File: src/rtl/baby_alu_sequencer.sv
// baby_alu_sequencer: plays a stored {opcode, operand} program into the baby ALU, one entry per clock.
// Build option SEQ_AUTOLOOP_EN adds a `loop` input that restarts the program instead of finishing it.
module baby_alu_sequencer #(
  parameter int DEPTH = 16,
  parameter int AW    = 4,
  parameter int DW    = 2,
  parameter int OPW   = 4
) (
  input  logic           clk,
  input  logic           rst,
  input  logic           prog_we,
  input  logic [AW-1:0]  prog_addr,
  input  logic [OPW-1:0] prog_op,
  input  logic [DW-1:0]  prog_arg,
  input  logic           start,
  input  logic [DW-1:0]  alu_acc,
  input  logic           alu_carry,
`ifdef SEQ_AUTOLOOP_EN
  input  logic           loop,
`endif
  output logic [OPW-1:0] alu_opcode,
  output logic [DW-1:0]  alu_a,
  output logic [AW-1:0]  pc,
  output logic           busy,
  output logic           done,
  output logic [DW-1:0]  result,
  output logic           carry_seen
);

  // state | meaning
  // IDLE  | waiting for start after reset, ALU held on NOOP
  // RUN   | issuing one program entry per clock
  // DRAIN | ALU commits the last issued op
  // DONE  | result captured, waiting for a restart
  typedef enum logic [1:0] {
    S_IDLE  = 2'd0,
    S_RUN   = 2'd1,
    S_DRAIN = 2'd2,
    S_DONE  = 2'd3
  } state_t;

  localparam logic [OPW-1:0] OP_NOOP = OPW'(4'b0000);
  localparam logic [OPW-1:0] OP_ADD  = OPW'(4'b0101);
  localparam logic [OPW-1:0] OP_HALT = OPW'(4'b1111);

  state_t state;
  state_t state_nxt;

  logic [OPW-1:0] mem_op  [DEPTH];
  logic [DW-1:0]  mem_arg [DEPTH];

  logic [OPW-1:0] fetch_op;
  logic [DW-1:0]  fetch_arg;
  logic [OPW-1:0] head_op;
  logic [DW-1:0]  head_arg;
  logic           head_halt;
  logic           prog_end;
  logic           loop_en;

  logic [OPW-1:0] op_nxt;
  logic [DW-1:0]  a_nxt;
  logic [AW-1:0]  pc_nxt;
  logic [DW-1:0]  result_nxt;
  logic           carry_nxt;

`ifdef SEQ_AUTOLOOP_EN
  assign loop_en = loop;
`else
  assign loop_en = 1'b0;
`endif

  assign fetch_op  = mem_op[pc];
  assign fetch_arg = mem_arg[pc];
  assign head_op   = mem_op[0];
  assign head_arg  = mem_arg[0];
  assign head_halt = (head_op == OP_HALT);
  // pc only returns to 0 inside RUN by wrapping past the last entry
  assign prog_end  = (pc == '0) || (fetch_op == OP_HALT);

  assign busy = (state == S_RUN) || (state == S_DRAIN);
  assign done = (state == S_DONE);

  always_ff @(posedge clk) begin
    if (prog_we && !busy) begin
      mem_op[prog_addr]  <= prog_op;
      mem_arg[prog_addr] <= prog_arg;
    end
  end

  always_ff @(posedge clk) begin
    if (rst) begin
      state <= S_IDLE;
    end else begin
      state <= state_nxt;
    end
  end

  always_comb begin
    state_nxt = state;
    case (state)
      S_IDLE, S_DONE: begin
        if (start) begin
          state_nxt = head_halt ? S_DRAIN : S_RUN;
        end
      end
      S_RUN: begin
        if (prog_end && !loop_en) begin
          state_nxt = S_DRAIN;
        end
      end
      S_DRAIN: state_nxt = S_DONE;
      default: state_nxt = S_IDLE;
    endcase
  end

  always_comb begin
    op_nxt     = OP_NOOP;
    a_nxt      = '0;
    pc_nxt     = pc;
    result_nxt = result;
    carry_nxt  = carry_seen;
    case (state)
      S_IDLE, S_DONE: begin
        if (start) begin
          op_nxt    = head_halt ? OP_NOOP : head_op;
          a_nxt     = head_halt ? '0 : head_arg;
          pc_nxt    = head_halt ? '0 : AW'(1);
          carry_nxt = 1'b0;
        end
      end
      S_RUN: begin
        if ((alu_opcode == OP_ADD) && alu_carry) begin
          carry_nxt = 1'b1;
        end
        if (prog_end) begin
          if (loop_en) begin
            op_nxt = head_halt ? OP_NOOP : head_op;
            a_nxt  = head_halt ? '0 : head_arg;
            pc_nxt = head_halt ? '0 : AW'(1);
          end
        end else begin
          op_nxt = fetch_op;
          a_nxt  = fetch_arg;
          pc_nxt = pc + AW'(1);
        end
      end
      S_DRAIN: begin
        result_nxt = alu_acc;
      end
      default: begin
        op_nxt = OP_NOOP;
      end
    endcase
  end

  always_ff @(posedge clk) begin
    if (rst) begin
      alu_opcode <= OP_NOOP;
      alu_a      <= '0;
      pc         <= '0;
      result     <= '0;
      carry_seen <= 1'b0;
    end else begin
      alu_opcode <= op_nxt;
      alu_a      <= a_nxt;
      pc         <= pc_nxt;
      result     <= result_nxt;
      carry_seen <= carry_nxt;
    end
  end

endmodule

File: config.mk
export PLATFORM = sky130hd
export DESIGN_NAME = baby_alu_sequencer
export DESIGN_NICKNAME = d
export VERILOG_FILES = /design/src/rtl/baby_alu_sequencer.sv
export SDC_FILE = /design/constraint.sdc
export NUM_CORES = 1
export LEC_CHECK = 0
export BUFFER_PORTS_ARGS = -buffer_cell sky130_fd_sc_hd__buf_2
export CAP_MARGIN = 25
export CORE_ASPECT_RATIO = 0.6
export CORE_MARGIN = 2
export CORE_UTILIZATION = 35
export CTS_BUF_LIST = sky130_fd_sc_hd__clkbuf_2
export DETAILED_ROUTE_END_ITERATION = 8
export GPL_TIMING_DRIVEN = 0
export HOLD_SLACK_MARGIN = 0.15
export PLACE_DENSITY_LB_ADDON = 0.1
export SLEW_MARGIN = 20
export SYNTH_ARGS = -nofsm -noshare
export SYNTH_HDL_FRONTEND = slang
export SYNTH_SLANG_ARGS = --single-unit
File: constraint.sdc
create_clock -name clk -period 2.2 [get_ports clk]
set_input_delay 0.44 -clock clk [delete_from_list [all_inputs] [get_ports clk]]
set_output_delay 0.44 -clock clk [all_outputs]
set_load 0.02 [all_outputs]
---- After elaboration in Yosys (flattened, before gate mapping) ----
Memory sizes are Yosys's and may differ from the RTL's. A register that Yosys moved wholly into a read port is not among the register bits.
Cells that the tools add are included.
storage, ports and cells
  bits in latches ......................... 0
  input bits .............................. 17
  bits in registers ....................... 15
  ROM bits ................................ 0
  RAM bits ................................ 96
  output and inout port bits .............. 15
  word-level logic and storage cells ...... 56
  memories kept ........................... 2
memories
  memory   words  width  rd ports  clocked after Yosys merged registers in  wr ports  line  text
  mem_op   16     4      2         1                                        1         49    logic [OPW-1:0] mem_op [DEPTH];
  mem_arg  16     2      2         1                                        1         50    logic [DW-1:0] mem_arg [DEPTH];
cells by class
  divide/modulo/power cells ............... 0
  equal/unequal tests ..................... 10
  bitwise gates (word level) .............. 0
  $lt $le $gt $ge ......................... 0
  shift-type cells ........................ 0
  multiply operators ...................... 0
  reduce and logical (&&, ||, !) cells .... 12
  add/subtract/negate cells ............... 1
  multiplexer cells ....................... 25
operator list
  cell                                                                   number
  4-bit two-way mux                                                      9
  4-bit case mux with 2 select lines                                     2
  2-bit two-way mux                                                      6
  4-bit equality test, second input constant                             2
  2-bit != test, second input constant                                   3
  2-bit case mux with 3 select lines                                     1
  3-bit AND reduction                                                    2
  1-bit two-way mux                                                      5
  4-bit by 1-bit adder with 4-bit output, second input constant          1
  2-bit equality test, second input constant                             2
  4-bit by 3-bit equality test with 1-bit output, second input constant  1
  4-bit logical NOT                                                      1
  2-bit case mux with 2 select lines                                     1
  2-bit by 1-bit equality test with 1-bit output, second input constant  1
  1-bit logical AND                                                      2
  2-bit logical NOT                                                      1
  1-bit logical OR                                                       2
  2-bit by 1-bit != test with 1-bit output, second input constant        1
  1-bit case mux with 2 select lines                                     1
  2-bit AND reduction                                                    1
  2-bit nonzero test                                                     1
  2-bit OR reduction                                                     1
  1-bit logical NOT                                                      1

---- Longest topological paths before layout ----
Gate-level depths: netlist of run 1.
An unclocked memory read counts as a cell.
  word-level depth ........................ 7
  mapped depth ............................ 8

---- Worst setup path before layout of run 1 ----
OpenSTA, ideal clock, no wires.
  kind .................................... reg2reg
  start point ............................. register with a tool-made name
  end point ............................... register state[1]
  setup time .............................. 0.122 ns
  cell stages (with the launch flop) ...... 9
  period minus slack after synthesis ...... 2.040 ns
  path buffers ............................ 2
  slack ................................... 0.160 ns
  arrival ................................. 1.918 ns
  path through ............................ dfxtp_1 -> buf_6 -> buf_12 -> mux4_2 -> a22oi_2 -> nand3_2 -> a41oi_4 -> o21ai_1 -> o311a_1
RTL lines
  item                  line  text
  end signal, assigned  94    state <= state_nxt;
  end, declared         46    state_t state;

==> flow_summary_export.csv, run 1 <==
group,metric,value,unit
setup_path,start_kind,"flop",
drt,routedWlPerCell,20.6,um
yosys,synth_flop_cell,"edfxtp_1",
yosys,ys_ff_latch,115,
floorplanning,fp-row-count,33,
placed_design,port_buffers,30,
yosys,async_flop_share,0,%
clocking,cts_sinks,115,
power,p_per_area,931,nW/um^2
power,seqPwrFrac,47.1,%
setup_path,critical_path_class,"reg2reg",
power,p_sw_share,30.7,%
timing,fin_crit_sh,105,%
setup_path,ff2ff_setup_slack,-0.11,ns
timing,finalHoldViolations,0,
power,p_int,3.70,mW
power,clkPwrFrac,24.2,%
placed_design,place_congestion,0.746,
timing,slew_headroom,43.0,%
global_route,antenna_found_initial,1,
global_route,grt_max_degree,17,
drt,ant_nets,0,
floorplanning,core_area,13500,sq um
cells_and_area,nets,365,
clocking,clockBufferDepth,2,
outcome,violations,"setup timing",
clocking,clk_latency,0.65,ns
cells_and_area,final_common_cell,"edfxtp_1",
power,leakage,1.92,nW
timing,finClkSkew,0.0402,ns
setup_path,critPathMaxFanout,7,
global_route,grt_pass1_vias,2737,
drt,drc,0,
timing,fin_ws,-0.108,ns
setup_path,setup.worst_path.end_class,"flop",
clocking,cts_buffers,17,
worst_hold_path,min_from,"prog_addr[0]",
flow_run,cap_violations,0,
worst_hold_path,hold_path_class,"in2reg",
power,switchingPower,1.64,mW
worst_hold_path,holdPathStages,2,
clocking,tritoncts,"built",
drt,drt_first_pass_iters,4,
clocking,root_buffer,"clkbuf_2",
global_route,grt_pass1_wl,16600,um
power,ir_drop,377,uV
placed_design,dp_hpwl,7460,um
drt,dr_total_vias,2723,
yosys,netlist_instances,270,
drt,routed_via_density,5.12,
worst_hold_path,min_to,"mem_op[0][3]$_DFFE_PP_",
outcome,status,"finished, violations left",
setup_path,reg2regPathDepth,8,
yosys,synth_edf_count,96,
cells_and_area,layout-drive-gt1-share,39.9,%
clocking,h-tree-depth,4,
floorplanning,initial_core_util,35.4,%
global_route,track_usage,16.0,%
timing,setup_viol,15,
yosys,yosysUniqueCellTypes,45,
floorplanning,die_width,155,um
setup_path,crit_required,2.71,ns
power,power_frac_comb,28.7,%
power,power.total,5.34,mW
drt,drtIter0Drc,246,
yosys,syn_nets,292,
floorplanning,num_io_pins,32,
drt,routed_wl,10900,um
floorplanning,die_y,94.5,um
yosys,synth_area,4780,sq um
yosys,synth_warnings,0,
timing,fmax,0.433,GHz
timing,worst_slew_pin_slew,0.852,ns
global_route,overflow,0,
floorplanning,dieArea,14600,sq um
timing,period_needed,2.31,ns
cells_and_area,syn_to_final_growth,19.9,%
timing,rsz0062_at_grt,"yes",
placed_design,place_inst,475,
timing,maxSlewViolCount,0,
yosys,syn_avg_cell_area,17.7,sq um
cells_and_area,fin_cells,532,
clocking,cts.clk_slew.worst_paths,0.19,ns
setup_path,worst_ep_arrival_time,2.82,ns
cells_and_area,final_cell_mix,"edfxtp_1 (96), buf_2 (29), mux4_2 (23)",
yosys,ys_seq_area_share,68.3,%
per-stage QoR:
stage / hold slack, ns / TNS [ns] / utilization, % / cell area, sq um / worst slack, ns
2_1_floorplan: 0.488 / 0 / - / 4780 / 0.160
3_3_place_gp: 0.468 / -11.22 / 38.1 / 5150 / -0.445
3_5_place_dp: 0.492 / -5.66 / 38.2 / 5160 / -0.209
4_1_cts: 0.201 / -0.865 / 42.2 / 5700 / -0.127
5_1_grt: 0.159 / -2.30 / 42.5 / 5730 / -0.171
6_report: 0.250 / -0.875 / 42.5 / 5730 / -0.108
sequential cells by signal, indices dropped and copies added, names as in the netlist, named ones only:
name	count
alu_a	2
alu_opcode	4
carry_seen	1
mem_arg	32
mem_op	64
pc	4
result	2
state	2
metal layers:
| layer | up-vias | wire (um) | part of all wire (%) | GRT usage (%) |
|---|---|---|---|---|
| met5 | - | 0 | 0 | 0 |
| met4 | 0 | 74 | 0.68 | 3.86 |
| met3 | 7 | 692 | 6.3 | 5.74 |
| met2 | 83 | 4480 | 41 | 21.9 |
| met1 | 1385 | 5690 | 52 | 24.1 |
| li1 | 1248 | - | - | - |
cell type report:
type | instances | area, sq um
inverter | 8 | 32.5
clock inverter | 13 | 118
sequential | 115 | 3270
multi-input combinational | 135 | 1470
clock buffer | 19 | 95.1
antenna | 1 | 2.50
fill | 1204 | 7770
tap | 175 | 219
buffer | 12 | 138
timing repair buffer | 54 | 392
worst max path at each step:
stage                          start                  endpoint  slack [ns]  depth (start not counted)
6_report                        flop                      flop       -0.11                          8
3_5_place_dp                    flop  alu_opcode[0]$_SDFF_PP0_       -0.21                          8
4_1_cts                         flop                      flop       -0.13                          8
5_1_grt                         flop                      flop       -0.17                          9
3_3_place_gp   state[0]$_SDFFE_PP0P_   mem_arg[0][1]$_DFFE_PP_       -0.44                          5
2_1_floorplan                   flop     state[1]$_SDFFE_PP0P_        0.16                          8
power by group through the flow:
stage                     combinational [mW]  sequential [mW]  clock [mW]
after floorplan                        0.868             2.59           0
after global placement                  1.23             2.56           0
after detailed placement                1.23             2.56           0
after CTS                               1.50             2.51        1.33
after global routing                    1.66             2.53        1.43
final                                   1.53             2.52        1.29
cells by family (layout without fill, tap and decap cells):
group,after synthesis,count (layout),synth area share [%]
fa+ha+maj,5,5,1.31
buf+inv,20,106,3.19
mux,28,28,13.1
other cells,0,1,0
simple gates,74,74,8.72
flops,115,115,68.3
compound gates,28,28,5.44
worst max-delay path, cell delays in order (launching register included):
cell and delay [ns]:
dfxtp_2 0.38, buf_12 0.14, buf_16 0.13, mux4_2 0.53, a22oi_2 0.22, nand3_4 0.15
a41oi_4 0.29, o32a_1 0.25, o31ai_4 0.09
cells in the mapped netlist (2+ instances only):
cell type | number | share of area [%]
a21oi_1 | 3 | 0.31
a22oi_1 | 9 | 1.4
a41oi_4 | 2 | 1.2
buf_4 | 3 | 0.47
buf_6 | 5 | 1.2
dfxtp_1 | 19 | 8.0
edfxtp_1 | 96 | 60
ha_1 | 5 | 1.3
inv_1 | 8 | 0.63
mux2i_1 | 2 | 0.42
mux4_1 | 5 | 2.7
mux4_2 | 21 | 9.9
nand2_1 | 11 | 0.86
nand2b_1 | 3 | 0.39
nand3_1 | 11 | 1.2
nand3_2 | 3 | 0.63
nand4b_1 | 2 | 0.37
nor2_1 | 21 | 1.6
nor3_1 | 8 | 0.84
nor3_2 | 6 | 1.3
o21ai_1 | 2 | 0.21
or3_1 | 2 | 0.26
timing repair:
| item | 4_1_cts | 5_1_grt |
|---|---|---|
| resized for setup | 27 | 8 |
| pin swaps | 9 | 7 |
| endpoints found under the hold margin | 86 | 0 |
| buffers inserted | 9 | 1 |
| endpoints found under the setup margin | 86 | 26 |
| hold buffers | 12 | 0 |
| gates cloned | 1 | 0 |
No activity file was read; power rests on OpenSTA's default activity.
==> run 2: changes to the inputs <==
--- a/config.mk
+++ b/config.mk
@@ -9,7 +9,7 @@
 export CAP_MARGIN = 25
 export CORE_ASPECT_RATIO = 0.6
 export CORE_MARGIN = 2
-export CORE_UTILIZATION = 35
+export CORE_UTILIZATION = 59
 export CTS_BUF_LIST = sky130_fd_sc_hd__clkbuf_2
 export DETAILED_ROUTE_END_ITERATION = 8
 export GPL_TIMING_DRIVEN = 0
==> run 2 against run 1 <==
Compared with the run above:
- the run still ends with setup timing left
- worst hold slack improved by 0.050 ns
- setup slack improved by 0.076 ns
- clock power fell by 13%
- clock-buffer cell count rose by 3
==> flow_summary_export.csv, run 2 (synthesis gave the netlist of run 1 again) <==
group,metric,value,unit
timing,finClkSkew,0.0333,ns
floorplanning,initial_core_util,60.9,%
cells_and_area,final_common_cell,"edfxtp_1",
placed_design,dpl-instance-area,5070,sq um
placed_design,pre_cts_slack,-0.424,ns
cells_and_area,fin_area,5650,sq um
global_route,grt_pass1_wl,14700,um
setup_path,crit_buf_inv,2,
global_route,grt_pass1_vias,2636,
global_route,grt_max_degree,17,
drt,drtIter0Drc,303,
global_route,overflow,0,
timing,setup_viol,5,
placed_design,port_buffers,30,
setup_path,cp.depth,8,
cells_and_area,top_register,"mem_op",
clocking,tritoncts,"built",
timing,fin_ws,-0.0321,ns
setup_path,worst_ep_arrival_time,2.72,ns
setup_path,crit_required,2.68,ns
cells_and_area,num_antenna_cells,0,
floorplanning,die_width,120,um
drt,drt_first_pass_iters,6,
clocking,clk_latency,0.62,ns
power,p_per_area,924,nW/um^2
floorplanning,fp-row-count,25,
cells_and_area,syn_to_final_growth,18.2,%
clocking,clockBufferDepth,2,
timing,worst_slew_pin_slew,0.765,ns
timing,slew_headroom,48.8,%
setup_path,start_kind,"flop",
setup_path,cpPeakStageDelay,0.54,ns
clocking,cts_sinks,115,
drt,dr_total_vias,2824,
setup_path,path_delay_family,"compound AO/OA/AOI/OAI gates",
worst_hold_path,hold_path_class,"in2reg",
flow_run,cap_violations,0,
floorplanning,dieArea,8860,sq um
setup_path,cp_slowest_cell,"mux4_2",
outcome,status,"finished, violations left",
timing,fin_crit_sh,101,%
drt,drc,0,
drt,routed_via_density,6.09,
drt,ant_nets,0,
timing,finalHoldViolations,0,
global_route,antenna_found_initial,0,
clocking,cts_buffers,17,
timing,maxSlewViolCount,0,
global_route,track_usage,23.9,%
timing,period_needed,2.23,ns
clocking,h-tree-depth,4,
setup_path,critical_path_class,"reg2reg",
cells_and_area,largestRegisters,"mem_op: 64 flops, mem_arg: 32 flops",
cells_and_area,nets,365,
floorplanning,num_io_pins,32,
setup_path,ff2ff_setup_slack,-0.03,ns
cells_and_area,final_cell_mix,"edfxtp_1 (96), buf_2 (29), clkbuf_2 (24), mux4_2 (24), nor2_1 (20)",
outcome,violations,"setup timing",
cells_and_area,layout-drive-gt1-share,41.9,%
floorplanning,core_area,7850,sq um
power,ir_drop,687,uV
floorplanning,die_y,73.7,um
drt,routedWlPerCell,21.3,um
setup_path,reg2regPathDepth,8,
placed_design,dp_hpwl,6590,um
setup_path,critPathMaxFanout,7,
cells_and_area,largest_reg_flops,64,
timing,rsz0062_at_grt,"yes",
setup_path,path_cells,"buf_12 -> buf_12 -> mux4_2 -> a22oi_2 -> nand3_4 -> a41oi_4 -> o32a_1 -> o31ai_2",
setup_path,cp_common_cell,"buf_12",
setup_path,setup.worst_path.end_class,"flop",
clocking,cts.clk_slew.worst_paths,0.16,ns
placed_design,place_congestion,0.846,
power,leakage,1.92,nW
timing,fmax,0.448,GHz
drt,routed_wl,9900,um
clocking,root_buffer,"clkbuf_2",
==> run 2: cell types whose count changed in the layout (fill, tap and decap cells not counted), sizes merged, moves of 2 or more <==
cell and change:
clkinvlp -2, dlygate4sd3 -2, inv +4, clkbuf +3, buf +2, clkinv -4
==> run 2: layer usage <==
layer  up-vias  routed length (um)  track usage (%)
met5         -                   0                0
met4         0                  92             10.2
met3         9                 920             6.83
met2       161                4320             32.3
met1      1407                4570             36.6
li1       1247                   -                -
==> run 2: what timing repair did <==
item,in CTS,in global routing
gates cloned,1,0
endpoints found under the hold margin,44,10
buffers inserted,9,3
pin swaps,9,10
hold buffers,9,1
setup endpoints to repair,53,23
resized for setup,20,21
==> run 2: cell type report <==
cell class                 count  area (sq um)
sequential                   115          3270
fill                         519          2200
multi-input combinational    135          1500
timing repair buffer          54           399
buffer                        12           138
tap                          108           135
clock buffer                  22           110
clock inverter                10          66.3
inverter                       8          30.0
==> run 2: worst min path at each step <==
| stage | slack [ns] | startpoint | to | depth (start not counted) |
|---|---|---|---|---|
| global route | 0.21 | prog_addr[0] | mem_op[8][0]$_DFFE_PP_ | 2 |
| global placement | 0.47 | result[1]$_SDFFE_PP0P_ | result[1]$_SDFFE_PP0P_ | 2 |
| finish | 0.30 | prog_addr[0] | mem_op[8][0]$_DFFE_PP_ | 2 |
| CTS | 0.16 | prog_op[3] | mem_op[4][3]$_DFFE_PP_ | 1 |
| detailed placement | 0.48 | result[1]$_SDFFE_PP0P_ | result[1]$_SDFFE_PP0P_ | 2 |
| floorplan | 0.49 | state[0]$_SDFFE_PP0P_ | state[0]$_SDFFE_PP0P_ | 2 |
==> run 2: report_power, final <==
| part | switching [mW] | total [mW] | internal (mW) | leakage [nW] |
|---|---|---|---|---|
| Combinational | 0.810 | 1.58 | 0.769 | 0.760 |
| Sequential | 0.0608 | 2.52 | 2.46 | 1.02 |
| Clock | 0.715 | 1.12 | 0.404 | 0.135 |
==> run 2: stage by stage <==
| stage | instances | setup TNS (ns) | power [mW] | hold WS (ns) | util (%) |
|---|---|---|---|---|---|
| global placement | 408 | -5.92 | 3.74 | 0.468 | 64.5 |
| CTS | 459 | -0.145 | 5.09 | 0.158 | 70.2 |
| global route | 464 | -1.46 | 5.46 | 0.213 | 71.9 |
| detailed placement | 408 | -7.08 | 3.77 | 0.480 | 64.6 |
| floorplan | 270 | 0 | 3.45 | 0.488 | - |
| finish | 464 | -0.113 | 5.22 | 0.301 | 71.9 |
==> run 3: changes to the inputs <==
==> constraint.sdc (replaced) <==
create_clock -name clk -period 2.3 [get_ports clk]
set_input_delay 0.46 -clock clk [delete_from_list [all_inputs] [get_ports clk]]
set_output_delay 0.46 -clock clk [all_outputs]
set_load 0.02 [all_outputs]
==> run 3 against run 2 <==
Compared with the run above:
- the flow now finishes without violations
- sequential share of layout area is 1.4 points higher
- register-to-register slack improved by 0.08 ns
- worst hold slack lost 0.11 ns
- non-clock buffer count decreased by 9
- first-iteration DRC count is 5.3% higher
- die area did not move
- sequential power fell by 4%
==> flow_summary_export.csv, run 3 (synthesis gave the netlist of run 1 again) <==
group,metric,value,unit
outcome,status,"completed",
power,clkPwrFrac,22.3,%
drt,ant_nets,0,
clocking,tritoncts,"built",
cells_and_area,seq_area,3270,sq um
power,seqPwrFrac,49.8,%
timing,holdWs,0.195,ns
cells_and_area,fillers,542,
setup_path,cp_slowest_cell,"mux4_2",
drt,routed_via_density,6.15,
drt,routed_wl,9720,um
power,ir_drop,635,uV
power,p_sw_share,30.3,%
power,power_frac_comb,27.9,%
clocking,h-tree-depth,4,
floorplanning,dieArea,8860,sq um
cells_and_area,nets,356,
clocking,cts_buffers,17,
placed_design,dpl-instance-area,5070,sq um
drt,drc,0,
setup_path,start_kind,"flop",
setup_path,setup.worst_path.end_class,"flop",
setup_path,worst_ep_arrival_time,2.79,ns
clocking,clk_latency,0.64,ns
placed_design,dp_hpwl,6590,um
timing,fin_crit_sh,97.8,%
cells_and_area,fin_area,5510,sq um
cells_and_area,largest_reg_flops,64,
timing,slew_headroom,49.0,%
cells_and_area,syn_to_final_growth,15.3,%
timing,fmax,0.444,GHz
drt,dr_total_vias,2800,
worst_hold_path,min_from,"prog_op[0]",
flow_run,cap_violations,0,
timing,finalSetupTns,0,ns
floorplanning,num_io_pins,32,
floorplanning,fp-row-count,25,
floorplanning,die_width,120,um
power,leakage,1.87,nW
setup_path,path_cells,"buf_12 -> clkbuf_16 -> mux4_2 -> a22oi_2 -> nand3_4 -> a41oi_4 -> nand3_2 -> o31ai_2",
power,p_int,3.38,mW
global_route,antenna_found_initial,0,
drt,drt_first_pass_iters,4,
setup_path,critPathMaxFanout,7,
global_route,track_usage,23.4,%
cells_and_area,top_register,"mem_op",
timing,rsz0062_at_grt,"yes",
power,p_per_area,878,nW/um^2
cells_and_area,layout-drive-gt1-share,37.2,%
setup_path,path_delay_family,"compound AO/OA/AOI/OAI gates",
cells_and_area,final_common_cell,"edfxtp_1",
global_route,grt_pass1_vias,2556,
clocking,root_buffer,"clkbuf_2",
setup_path,critical_path_class,"reg2reg",
setup_path,crit_buf_inv,2,
timing,period_needed,2.25,ns
cells_and_area,final_cell_mix,"edfxtp_1 (96), buf_2 (30), clkbuf_2 (24)",
floorplanning,initial_core_util,60.9,%
global_route,grt_pass1_wl,14400,um
cells_and_area,num_antenna_cells,0,
floorplanning,die_y,73.7,um
timing,finClkSkew,0.0294,ns
setup_path,cpPeakStageDelay,0.51,ns
floorplanning,core_area,7850,sq um
timing,maxSlewViolCount,0,
setup_path,crit_required,2.84,ns
clocking,clockBufferDepth,2,
drt,drtIter0Drc,319,
placed_design,place_congestion,0.846,
timing,finalHoldViolations,0,
global_route,overflow,0,
cells_and_area,multi_input_area,1450,sq um
timing,worst_slew_pin_slew,0.762,ns
clocking,cts_sinks,115,
placed_design,port_buffers,30,
worst_hold_path,hold_path_class,"in2reg",
drt,routedWlPerCell,21.4,um
global_route,grt_max_degree,17,
timing,setup_viol,0,
cells_and_area,largestRegisters,"mem_op: 64 flops, mem_arg: 32 flops",
power,switchingPower,1.47,mW
clocking,cts.clk_slew.worst_paths,0.17,ns
run 3: power groups by stage:
stage | clock, mW | sequential, mW | combinational (mW)
floorplan | 0 | 2.47 | 0.830
global placement | 0 | 2.45 | 1.13
detailed placement | 0 | 2.45 | 1.15
CTS | 1.10 | 2.40 | 1.20
global route | 1.20 | 2.42 | 1.45
finish | 1.08 | 2.41 | 1.35
run 3: timing repair:
action | CTS | global route
resized for setup | 4 | 19
pin swaps | 2 | 5
buffers inserted | 3 | 2
endpoints found under the hold margin | 5 | 30
endpoints found under the setup margin | 32 | 23
cloned | 0 | 1
hold buffers | 4 | 4
run 3: stage by stage:
stage | total power, mW | worst slack, ns | std cells | util (%)
after CTS | 4.70 | 0.00405 | 447 | 68.0
after global placement | 3.58 | -0.206 | 408 | 64.5
after detailed placement | 3.60 | -0.324 | 408 | 64.6
after global routing | 5.07 | -0.0353 | 455 | 70.2
final | 4.84 | 0.0500 | 455 | 70.2
after floorplan | 3.30 | 0.260 | 270 | -
run 3: final cells by class:
type                            count  area share (%)
Sequential cell                   115            59.3
Timing Repair Buffer               45            5.77
Multi-Input combinational cell    135            26.3
Clock inverter                     10            1.20
Inverter                            8           0.545
Tap cell                          108            2.45
Clock buffer                       22            2.00
Buffer                             12            2.50
run 3: routing by layer:
metal	vias to the layer above	wire length, um	part of all wire (%)	GRT usage, %
li1	1232	-	-	-
met1	1410	4500	46	36.0
met2	140	4140	43	30.9
met3	18	898	9.2	6.91
met4	0	177	1.8	10.6
met5	-	0	0	0
run 3: path summary, 6_finish.rpt:
check	depth (start not counted)	endpoint	slack, ns
setup / recovery	8	flop	0.05
hold / removal	1	mem_op[2][0]$_DFFE_PP_	0.19
setup reg to reg	8	flop	0.05
hold reg to reg	2	result[1]$_SDFFE_PP0P_	0.51
